## config.mk

```make
export PLATFORM = sky130hd
export DESIGN_NAME = lvds_rx_align
export DESIGN_NICKNAME = d
export VERILOG_FILES = /design/src/rtl/lvds_rx_align_pkg.sv /design/src/rtl/lvds_rx_align_lane.sv /design/src/rtl/lvds_rx_align.sv
export SDC_FILE = /design/constraint.sdc
export NUM_CORES = 1
export LEC_CHECK = 0
export CAP_MARGIN = 20
export CORE_ASPECT_RATIO = 2
export CORE_MARGIN = 5
export CORE_UTILIZATION = 35
export DETAILED_ROUTE_END_ITERATION = 8
export HOLD_SLACK_MARGIN = 0.05
export PLACE_DENSITY_LB_ADDON = 0.08
export SLEW_MARGIN = 20
export SYNTH_ARGS = -nofsm -noshare
export SYNTH_HDL_FRONTEND = slang
export SYNTH_SLANG_ARGS = --single-unit
```

## constraint.sdc

```tcl
create_clock -name clk_clk -period 5.5 [get_ports clk_clk]
set_input_delay 0.825 -clock clk_clk [delete_from_list [all_inputs] [get_ports clk_clk]]
set_output_delay 0.825 -clock clk_clk [all_outputs]
set_load 0.005 [all_outputs]
```

## src/rtl/lvds_rx_align_pkg.sv

```systemverilog
// -----------------------------------------------------------------------------
// lvds_rx_align_pkg
// Shared definitions for the LVDS receive word aligner: lane FSM state
// encoding, default deserialisation factor, training word, lock threshold,
// and small counter helpers used by every lane.
// No ports (package).
// -----------------------------------------------------------------------------
package lvds_rx_align_pkg;

  localparam int unsigned DEF_FACTOR        = 8;
  localparam logic [7:0]  DEF_TRAIN_PATTERN = 8'h5C;
  localparam int unsigned DEF_LOCK_COUNT    = 4;

  typedef enum logic [1:0] {
    ST_SEARCH = 2'd0,
    ST_VERIFY = 2'd1,
    ST_LOCKED = 2'd2
  } lane_state_t;

  // 4-bit increment that sticks at 15 instead of wrapping.
  function automatic logic [3:0] sat_inc4(input logic [3:0] v);
    logic [3:0] r;
    if (v == 4'hF) begin
      r = v;
    end else begin
      r = v + 4'd1;
    end
    return r;
  endfunction

  // Increment that wraps back to 0 after 'last'.
  function automatic logic [3:0] wrap_inc4(input logic [3:0] v, input logic [3:0] last);
    logic [3:0] r;
    if (v == last) begin
      r = 4'd0;
    end else begin
      r = v + 4'd1;
    end
    return r;
  endfunction

endpackage

```

## src/rtl/lvds_rx_align_lane.sv

```systemverilog
// -----------------------------------------------------------------------------
// lvds_rx_align_lane
// One serial lane of the word aligner. Keeps a 2*FACTOR-bit history of the
// incoming bits, extracts the FACTOR-bit window at the current offset, and
// runs the SEARCH/VERIFY/LOCKED alignment FSM on word strobes.
//
// Ports
//   i_clk         clock, all logic on the rising edge
//   i_rst         synchronous active-high reset
//   i_bit         serial bit for this lane, sampled every edge
//   i_strobe      word strobe from the shared bit counter
//   i_align_req   restart alignment (wins over a coincident strobe)
//   o_window      FACTOR-bit window at the current offset, first bit = MSB
//   o_locked      registered: high exactly while the FSM is in LOCKED
//   o_slip_count  registered: offset slips since last restart, saturates at 15
// -----------------------------------------------------------------------------
module lvds_rx_align_lane
  import lvds_rx_align_pkg::*;
#(
  parameter int unsigned       FACTOR        = DEF_FACTOR,
  parameter logic [FACTOR-1:0] TRAIN_PATTERN = DEF_TRAIN_PATTERN,
  parameter int unsigned       LOCK_COUNT    = DEF_LOCK_COUNT
) (
  input  logic              i_clk,
  input  logic              i_rst,
  input  logic              i_bit,
  input  logic              i_strobe,
  input  logic              i_align_req,
  output logic [FACTOR-1:0] o_window,
  output logic              o_locked,
  output logic [3:0]        o_slip_count
);

  logic [2*FACTOR-1:0] r_hist;
  logic [3:0]          r_offset;
  logic [3:0]          r_match_cnt;
  logic [3:0]          r_slip_cnt;
  logic                r_locked;
  lane_state_t         r_state;

  logic [2*FACTOR:0]   w_span;
  logic [FACTOR-1:0]   w_window;
  logic                w_match;
  logic [3:0]          w_offset_next;
  logic [3:0]          w_match_next;

  // The bit arriving on the strobe edge belongs to the word ending at that
  // strobe, so it is appended below the stored history; bit j of w_span was
  // sampled j cycles before the current edge. Offset k selects the FACTOR bits
  // ending k cycles back.
  assign w_span        = {r_hist, i_bit};
  assign w_window      = FACTOR'(w_span >> r_offset);
  assign w_match       = (w_window == TRAIN_PATTERN);
  assign w_offset_next = wrap_inc4(r_offset, 4'(FACTOR - 1));
  assign w_match_next  = r_match_cnt + 4'd1;

  // History shift plus alignment FSM; FSM only moves on strobes or restart.
  always_ff @(posedge i_clk) begin
    if (i_rst) begin
      r_hist      <= '0;
      r_offset    <= 4'd0;
      r_match_cnt <= 4'd0;
      r_slip_cnt  <= 4'd0;
      r_locked    <= 1'b0;
      r_state     <= ST_SEARCH;
    end else begin
      r_hist <= {r_hist[2*FACTOR-2:0], i_bit};
      if (i_align_req) begin
        r_offset    <= 4'd0;
        r_match_cnt <= 4'd0;
        r_slip_cnt  <= 4'd0;
        r_locked    <= 1'b0;
        r_state     <= ST_SEARCH;
      end else if (i_strobe) begin
        case (r_state)
          ST_SEARCH: begin
            if (w_match) begin
              r_match_cnt <= 4'd1;
              if (LOCK_COUNT == 32'd1) begin
                r_state  <= ST_LOCKED;
                r_locked <= 1'b1;
              end else begin
                r_state  <= ST_VERIFY;
                r_locked <= 1'b0;
              end
            end else begin
              r_offset   <= w_offset_next;
              r_slip_cnt <= sat_inc4(r_slip_cnt);
            end
          end
          ST_VERIFY: begin
            if (w_match) begin
              r_match_cnt <= w_match_next;
              if (w_match_next == 4'(LOCK_COUNT)) begin
                r_state  <= ST_LOCKED;
                r_locked <= 1'b1;
              end else begin
                r_state  <= ST_VERIFY;
                r_locked <= 1'b0;
              end
            end else begin
              // A failed verify is also a slip: the offset moves on.
              r_state     <= ST_SEARCH;
              r_match_cnt <= 4'd0;
              r_offset    <= w_offset_next;
              r_slip_cnt  <= sat_inc4(r_slip_cnt);
            end
          end
          ST_LOCKED: begin
            // Offset frozen; no pattern check until restart.
            r_state  <= ST_LOCKED;
            r_locked <= 1'b1;
          end
          default: begin
            r_state     <= ST_SEARCH;
            r_locked    <= 1'b0;
            r_match_cnt <= 4'd0;
          end
        endcase
      end
    end
  end

  assign o_window     = w_window;
  assign o_locked     = r_locked;
  assign o_slip_count = r_slip_cnt;

endmodule

```

## src/rtl/lvds_rx_align.sv

```systemverilog
// -----------------------------------------------------------------------------
// lvds_rx_align
// Multi-lane LVDS word aligner. A shared bit counter produces a word strobe
// every FACTOR cycles; each lane independently slides its word boundary until
// it sees LOCK_COUNT consecutive training words. Once every lane is locked,
// each strobe publishes all lane windows as one parallel word.
//
// Ports
//   clk_clk         clock, all logic on the rising edge
//   reset_reset     synchronous active-high reset
//   serial_data     one serial bit per lane
//   align_req       single-cycle request to restart alignment on all lanes
//   parallel_data   aligned words, lane c at [c*FACTOR +: FACTOR], held between pulses
//   parallel_valid  one-cycle strobe, one cycle after a strobe with all lanes locked
//   locked          per-lane lock status
//   slip_count      per-lane 4-bit saturating slip count
// -----------------------------------------------------------------------------
module lvds_rx_align
  import lvds_rx_align_pkg::*;
#(
  parameter int unsigned       CHANNELS      = 2,
  parameter int unsigned       FACTOR        = DEF_FACTOR,
  parameter logic [FACTOR-1:0] TRAIN_PATTERN = DEF_TRAIN_PATTERN,
  parameter int unsigned       LOCK_COUNT    = DEF_LOCK_COUNT
) (
  input  logic                         clk_clk,
  input  logic                         reset_reset,
  input  logic [CHANNELS-1:0]          serial_data,
  input  logic                         align_req,
  output logic [CHANNELS*FACTOR-1:0]   parallel_data,
  output logic                         parallel_valid,
  output logic [CHANNELS-1:0]          locked,
  output logic [CHANNELS*4-1:0]        slip_count
);

  logic [3:0]                 r_bit_cnt;
  logic [CHANNELS*FACTOR-1:0] r_pdata;
  logic                       r_pvalid;

  logic                       w_strobe;
  logic [CHANNELS*FACTOR-1:0] w_windows;
  logic [CHANNELS-1:0]        w_locked;
  logic [CHANNELS*4-1:0]      w_slip;

  assign w_strobe = (r_bit_cnt == 4'(FACTOR - 1));

  // Shared bit counter; align_req deliberately does not touch it.
  always_ff @(posedge clk_clk) begin
    if (reset_reset) begin
      r_bit_cnt <= 4'd0;
    end else begin
      r_bit_cnt <= wrap_inc4(r_bit_cnt, 4'(FACTOR - 1));
    end
  end

  for (genvar c = 0; c < CHANNELS; c++) begin : g_lane
    lvds_rx_align_lane #(
      .FACTOR        (FACTOR),
      .TRAIN_PATTERN (TRAIN_PATTERN),
      .LOCK_COUNT    (LOCK_COUNT)
    ) u_lane (
      .i_clk        (clk_clk),
      .i_rst        (reset_reset),
      .i_bit        (serial_data[c]),
      .i_strobe     (w_strobe),
      .i_align_req  (align_req),
      .o_window     (w_windows[c*FACTOR +: FACTOR]),
      .o_locked     (w_locked[c]),
      .o_slip_count (w_slip[c*4 +: 4])
    );
  end

  // Output word register: capture only on a strobe with every lane already
  // locked and no restart pending on that same edge.
  always_ff @(posedge clk_clk) begin
    if (reset_reset) begin
      r_pdata  <= '0;
      r_pvalid <= 1'b0;
    end else if (w_strobe && !align_req && (&w_locked)) begin
      r_pdata  <= w_windows;
      r_pvalid <= 1'b1;
    end else begin
      r_pvalid <= 1'b0;
    end
  end

  assign parallel_data  = r_pdata;
  assign parallel_valid = r_pvalid;
  assign locked         = w_locked;
  assign slip_count     = w_slip;

endmodule

```

==> reports/metrics.csv, run 1 <==
stage,metric,value,unit
sta,maxSlewHeadroom,31.69,%
clocking,numCtsBuffers,9,
critical_path,r2r-start,g_lane[1].u_lane.r_offset[0],
logic_synthesis,ys_async_sr_fraction,0,%
grt,grt_first_pass_wirelength,20430,µm
critical_path,r2r_setup_slack,2.03,ns
logic_synthesis,synthSimpleGateAreaFrac,22.45,%
grt,antenna_found_initial,0,
critical_path,path_delay_family,compound AO/OA/AOI/OAI gates,
die,start_util,35.75,%
clocking,clk_latency,0.33,ns
grt,grt_max_degree,56,
critical_path,start_kind,register,
critical_path,crit_fanout,22,
detailed_routing,drt-pass1-iter-count,4,
sta,fin_crit_sh,63.07,%
sta,fmaxAchievable,0.2883,GHz
logic_synthesis,synthAdderAreaFrac,4.286,%
sta,hold_viol_final,0,
placed_design,hpwl,8946,µm
run,maxCapViolations,0,
critical_path,required,5.72,ns
finish,layout.nets,541,
logic_synthesis,ys_ff_latch,83,
sta,drv_slew,0,
logic_synthesis,syn_area,4671,µm²
detailed_routing,routed_wl,12200,µm
clocking,path_clk_slew,0.06,ns
clocking,cts_sinks,83,
grt,grt_pass1_vias,4015,
logic_synthesis,yosysWarnings,0,
finish,num_antenna_cells,0,
die,die_width,91.69,µm
finish,post_route_cells_drive_above_1_share,13.90,%
detailed_routing,drc,0,
pwr,p_per_area,227.4,nW/µm²
logic_synthesis,synth_top_family_by_area,simple AND/OR/NAND/NOR gates,
grt,grt_use_total,15.98,%
logic_synthesis,synth_cell_type_count,61,
pwr,irDropWorstVdd,0.1332,mV
sta,setup_viol,0,
sta,rsz0062_at_grt,no,
logic_synthesis,synth_fp_nets,527,
detailed_routing,route.vias.total,3831,
clocking,clockBufferDepth,2,
logic_synthesis,synth_seq_area_share,35.57,%
detailed_routing,postRouteAntennaNets,0,
critical_path,crit_arrival,3.69,ns
detailed_routing,via_per_inst,5.659,
worst_hold_path,holdPathEnd,parallel_data[9],
logic_synthesis,synth_edf_count,0,
critical_path,r2r_cells,7,
clocking,cts_hold_buffers,0,
logic_synthesis,synth.area.mux_share,18.78,%
placed_design,io_buffers,31,
worst_hold_path,hold_start,parallel_data[9],
critical_path,worst_r2r_endpoint,g_lane[1].u_lane.r_offset[3],
sta,hold_slack,0.4556,ns
die,fp.dieArea,15900,µm²
critical_path,crit_chain,mux4_2 > mux2_2 > mux2i_1 > a211oi_2 > a21oi_1 > a211oi_1 > a31o_1,
sta,tns,0,ns
finish,synthToLayoutAreaGrowth,14.14,%
detailed_routing,route.detailed.wl_per_inst,18.02,µm
finish,fin_cells,677,
status,status,completed,
placed_design,placed_cells,661,
grt,grt-ovfl-total,0,
pwr,p_leak,1.791,nW
critical_path,crit_buf_inv,0,
die,rows,59,
die,die_y,173.4,µm
critical_path,critPathMaxStageDelay,0.91,ns
die,coreArea,13070,µm²
logic_synthesis,synth_compound_area_share,13.98,%
logic_synthesis,synthFlopType,dfxtp_1,
placed_design,place.gp.congestion,0.8240,
die,io_pins,32,
logic_synthesis,synthXorXnorAreaFrac,0.7501,%
sta,worst_pin_slew,1.025,ns
sta,skew,0.009084,ns
detailed_routing,drt-initial-drc-count,153,
critical_path,critPathCaptureType,register,
worst_hold_path,hold_class,reg -> reg,
clocking,cts_tree,yes,
clocking,cts_setup_buffers,0,
finish,postLayoutCoreUtil,40.80,%
worst_hold_path,min_path_cells,2,
clocking,cts_resized,0,
sta,layout_min_cycle_time,3.469,ns
logic_synthesis,synth.avg_cell_area,9.231,µm²
logic_synthesis,netlist_instances,506,
clocking,htree_levels,3,
critical_path,path_class,reg -> reg,
critical_path,crit_slowest_cell,dfxtp_1,
clocking,cts-root-buf,clkbuf_16,
cells in the final DEF, fill, tap and decap left out, types with 16 or more instances in the layout:
master,Yosys,layout
nor2b_1,40,40
ha_1,16,16
mux4_2,21,21
o21ai_0,19,19
nor3_1,17,17
a21oi_1,30,30
nor2_1,50,49
nand2_1,39,39
dfxtp_1,83,83
mux2i_1,22,22
clkdlybuf4s50_1,0,30
cell usage after synthesis (3+ instances only):
cell | n | share of area, %
a21oi_1 | 30 | 3.2
ha_1 | 16 | 4.3
mux2_2 | 14 | 3.4
and3_1 | 5 | 0.67
mux2i_1 | 22 | 4.7
nor2_1 | 50 | 4.0
a211oi_1 | 10 | 1.6
inv_1 | 8 | 0.64
nand2b_1 | 4 | 0.54
nor3_1 | 17 | 1.8
o2bb2ai_1 | 3 | 0.56
o211ai_1 | 4 | 0.64
nor3b_1 | 4 | 0.64
a22oi_1 | 3 | 0.48
a31o_2 | 3 | 0.56
or3_1 | 9 | 1.2
xnor2_1 | 3 | 0.56
nand3b_1 | 4 | 0.64
nand3_1 | 14 | 1.5
nor2b_1 | 40 | 5.4
nand2_1 | 39 | 3.1
nand4_1 | 6 | 0.80
buf_2 | 9 | 0.96
dfxtp_1 | 83 | 36
o21ai_0 | 19 | 2.0
clkbuf_1 | 20 | 1.6
mux4_2 | 21 | 10
or2_2 | 4 | 0.54
state kept, by name, indices dropped and copies added, names as in the netlist:
register / flops
g_lane.u_lane.r_hist: 32
g_lane.u_lane.r_state: 4
g_lane.u_lane.r_offset: 8
r_bit_cnt: 4
g_lane.u_lane.r_match_cnt: 8
parallel_valid: 1
g_lane.u_lane.o_locked: 2
parallel_data: 16
g_lane.u_lane.o_slip_count: 8
cells by family after synthesis:
kind of cell | after synthesis
simple gates | 204
compound gates | 97
flops | 83
mux | 59
buf+inv | 43
fa+ha+maj | 16
xor+xnor | 4
through the flow:
stage	cell area, µm²	power [W]	setup WS [ns]
floorplan	4671	0.0006491	2.736
global placement	5052	0.0006606	2.126
global route	5331	0.001266	1.681
detailed placement	5052	0.0006612	1.997
CTS	5331	0.001240	2.004
finish	5331	0.001212	2.031
worst max-delay path by stage:
stage / startpoint / to / cells past startpoint
global route: g_lane[1].u_lane.r_offset[0] / g_lane[1].u_lane.r_offset[3] / 7
global placement: serial_data[1] / g_lane[1].u_lane.r_state[0] / 8
finish: g_lane[1].u_lane.r_offset[0] / g_lane[1].u_lane.r_offset[3] / 7
detailed placement: g_lane[1].u_lane.r_offset[0] / g_lane[1].u_lane.o_slip_count[0] / 7
floorplan: g_lane[1].u_lane.r_offset[1] / g_lane[1].u_lane.r_state[0] / 8
CTS: g_lane[1].u_lane.r_offset[0] / g_lane[1].u_lane.r_offset[3] / 7
power breakdown:
part / internal (W) / switching [W] / total [W]
registers: 0.000605 / 0.00000359 / 0.000609
logic: 0.0000157 / 0.0000225 / 0.0000381
clock network: 0.000310 / 0.000255 / 0.000565
total: 0.000931 / 0.000281 / 0.00121
worst register-to-register path: stages, from the launching register on:
cell	delay (ns)
dfxtp_1	0.91
mux4_2	0.63
mux2_2	0.28
mux2i_1	0.24
a211oi_2	0.11
a21oi_1	0.80
a211oi_1	0.17
a31o_1	0.23
layout make-up:
cell class | count | area (µm²)
clock buffer | 10 | 229.0
clock inverter | 6 | 50.05
fill | 1284 | 7735
inverter | 9 | 33.78
multi-input combinational | 380 | 2816
sequential | 83 | 1662
tap | 152 | 190.2
timing repair buffer | 37 | 350.3
metal layers:
metal	global-route usage [%]	vias up	wire [µm]	share of wire [%]
li1	-	1864	-	-
met1	15.75	1885	4486	37
met2	30.99	59	7027	58
met3	1.955	23	248	2.0
met4	9.005	0	436	3.6
met5	0	-	0	0
Note: power is estimated with default switching activity, not from simulation.
==> run 2: changes to the inputs <==
==> constraint.sdc (replaced) <==
create_clock -name clk_clk -period 3.1 [get_ports clk_clk]
set_input_delay 0.465 -clock clk_clk [delete_from_list [all_inputs] [get_ports clk_clk]]
set_output_delay 0.465 -clock clk_clk [all_outputs]
set_load 0.005 [all_outputs]
==> run 2 against run 1 <==
- non-clock buffer count up 22
- clock skew is 0.0016 ns lower
- final cell count increased by 3.2%
- setup slack worse by 1.8 ns
==> reports/metrics.csv, run 2 (synthesized netlist as in run 1, its figures left out) <==
stage,metric,value,unit
finish,multiInputGateArea,2816,µm²
detailed_routing,via_per_inst,5.525,
finish,ff_latch_area,1662,µm²
placed_design,placed_cells,683,
die,die_y,173.4,µm
die,die_width,91.69,µm
grt,antenna_found_initial,0,
placed_design,place.gp.congestion,0.8697,
grt,grt_first_pass_wirelength,20400,µm
die,coreArea,13070,µm²
status,status,completed,
clocking,numCtsBuffers,9,
clocking,clockBufferDepth,2,
detailed_routing,drt-initial-drc-count,114,
clocking,cts_setup_buffers,0,
pwr,p_int,0.001734,W
clocking,path_clk_slew,0.07,ns
finish,fin_area,5545,µm²
pwr,power.share.sequential,48.1,%
critical_path,critPathCaptureType,register,
detailed_routing,route.detailed.wl_per_inst,17.90,µm
detailed_routing,postRouteAntennaNets,0,
critical_path,path_class,reg -> reg,
finish,post_route_cells_drive_above_1_share,17.55,%
sta,rsz0062_at_grt,no,
detailed_routing,drc,0,
grt,grt-ovfl-total,0,
detailed_routing,drt-pass1-iter-count,4,
pwr,p_leak,1.923,nW
finish,layout.nets,563,
finish,num_antenna_cells,0,
finish,fin_cells,699,
clocking,cts_sinks,83,
detailed_routing,route.vias.total,3862,
clocking,cts_hold_buffers,0,
sta,hold_viol_final,0,
pwr,irDropWorstVdd,0.2554,mV
placed_design,hpwl,9504,µm
run,maxCapViolations,0,
die,rows,59,
die,io_pins,32,
pwr,switching_share,22.87,%
grt,grt_use_total,16.16,%
critical_path,crit_arrival,3.15,ns
critical_path,start_kind,register,
finish,largest_register,g_lane.u_lane.r_hist,
clocking,cts-root-buf,clkbuf_16,
die,start_util,35.75,%
grt,grt_max_degree,49,
grt,grt_pass1_vias,3924,
sta,drv_slew,0,
sta,fin_crit_sh,93.73,%
critical_path,crit_fanout,10,
die,fp.dieArea,15900,µm²
worst_hold_path,hold_class,in -> reg,
pwr,p_comb_share,3.2,%
placed_design,dp_slack,0.1579,ns
critical_path,required,3.35,ns
finish,layout_common_cells,"83 x dfxtp_1, 49 x nor2_1, 40 x nor2b_1",
sta,layout_setup_ws,0.1945,ns
clocking,clk_latency,0.34,ns
sta,skew,0.007493,ns
pwr,p_sw,0.0005141,W
clocking,htree_levels,3,
sta,setup_viol,0,
pwr,p_per_area,405.4,nW/µm²
sta,worst_pin_slew,0.5309,ns
finish,postLayoutCoreUtil,42.44,%
placed_design,io_buffers,31,
finish,synthToLayoutAreaGrowth,18.72,%
placed_design,placed_area,5243,µm²
finish,final_common_cell,dfxtp_1,
clocking,cts_resized,0,
sta,fmaxAchievable,0.3442,GHz
sta,maxSlewHeadroom,64.61,%
pwr,p_clk_share,48.8,%
sta,layout_min_cycle_time,2.906,ns
clocking,cts_tree,yes,
sta,tns,0,ns
finish,largest_reg_flops,32,
detailed_routing,routed_wl,12510,µm
finish,n_fill_cell,1293,
-- run 2: power by group through the flow --
stage | Clock [W] | Sequential (W) | Combinational, W
finish | 0.00110 | 0.00108 | 0.0000712
global route | 0.00118 | 0.00108 | 0.0000787
CTS | 0.00113 | 0.00108 | 0.0000729
detailed placement | 0 | 0.00110 | 0.0000726
global placement | 0 | 0.00110 | 0.0000722
floorplan | 0 | 0.00110 | 0.0000495
-- run 2: metrics by stage --
step	hold slack, ns	power [W]
after global routing	0.4341	0.002342
after global placement	0.4454	0.001177
after floorplan	0.4331	0.001152
final	0.4362	0.002248
after CTS	0.4310	0.002287
after detailed placement	0.4489	0.001177
-- run 2: final cells by class --
cell class	instances	share of cell area (%)
Timing Repair Buffer	59	9.747
Clock buffer	9	4.061
Inverter	9	0.6092
Tap cell	152	3.430
Multi-Input combinational cell	380	50.79
Clock inverter	7	1.399
Sequential cell	83	29.96
-- run 2: routing by layer --
| metal | global-route usage, % | vias up | wire length (µm) |
|---|---|---|---|
| met1 | 15.79 | 1891 | 4622 |
| met5 | 0 | - | 0 |
| met2 | 32.24 | 40 | 7297 |
| li1 | - | 1906 | - |
| met4 | 7.053 | 0 | 388 |
| met3 | 2.346 | 25 | 200 |
-- run 2: final timing paths --
path / from / end / slack [ns] / depth (start not counted)
max: g_lane[1].u_lane.r_offset[3] / g_lane[1].u_lane.r_state[0] / 0.19 / 7
min: reset_reset / r_bit_cnt[3] / 0.44 / 2
max reg2reg: g_lane[1].u_lane.r_offset[3] / g_lane[1].u_lane.r_state[0] / 0.19 / 7
min reg2reg: parallel_data[9] / parallel_data[9] / 0.46 / 2
-- run 2: critical path, cell delays in order (launching register included) --
cell and delay (ns):
dfxtp_1 0.62, mux4_2 0.39, mux2_2 0.29, or3_1 0.32, a211oi_2 0.37, nand2_1 0.20, or4_1 0.54, o31ai_1 0.08
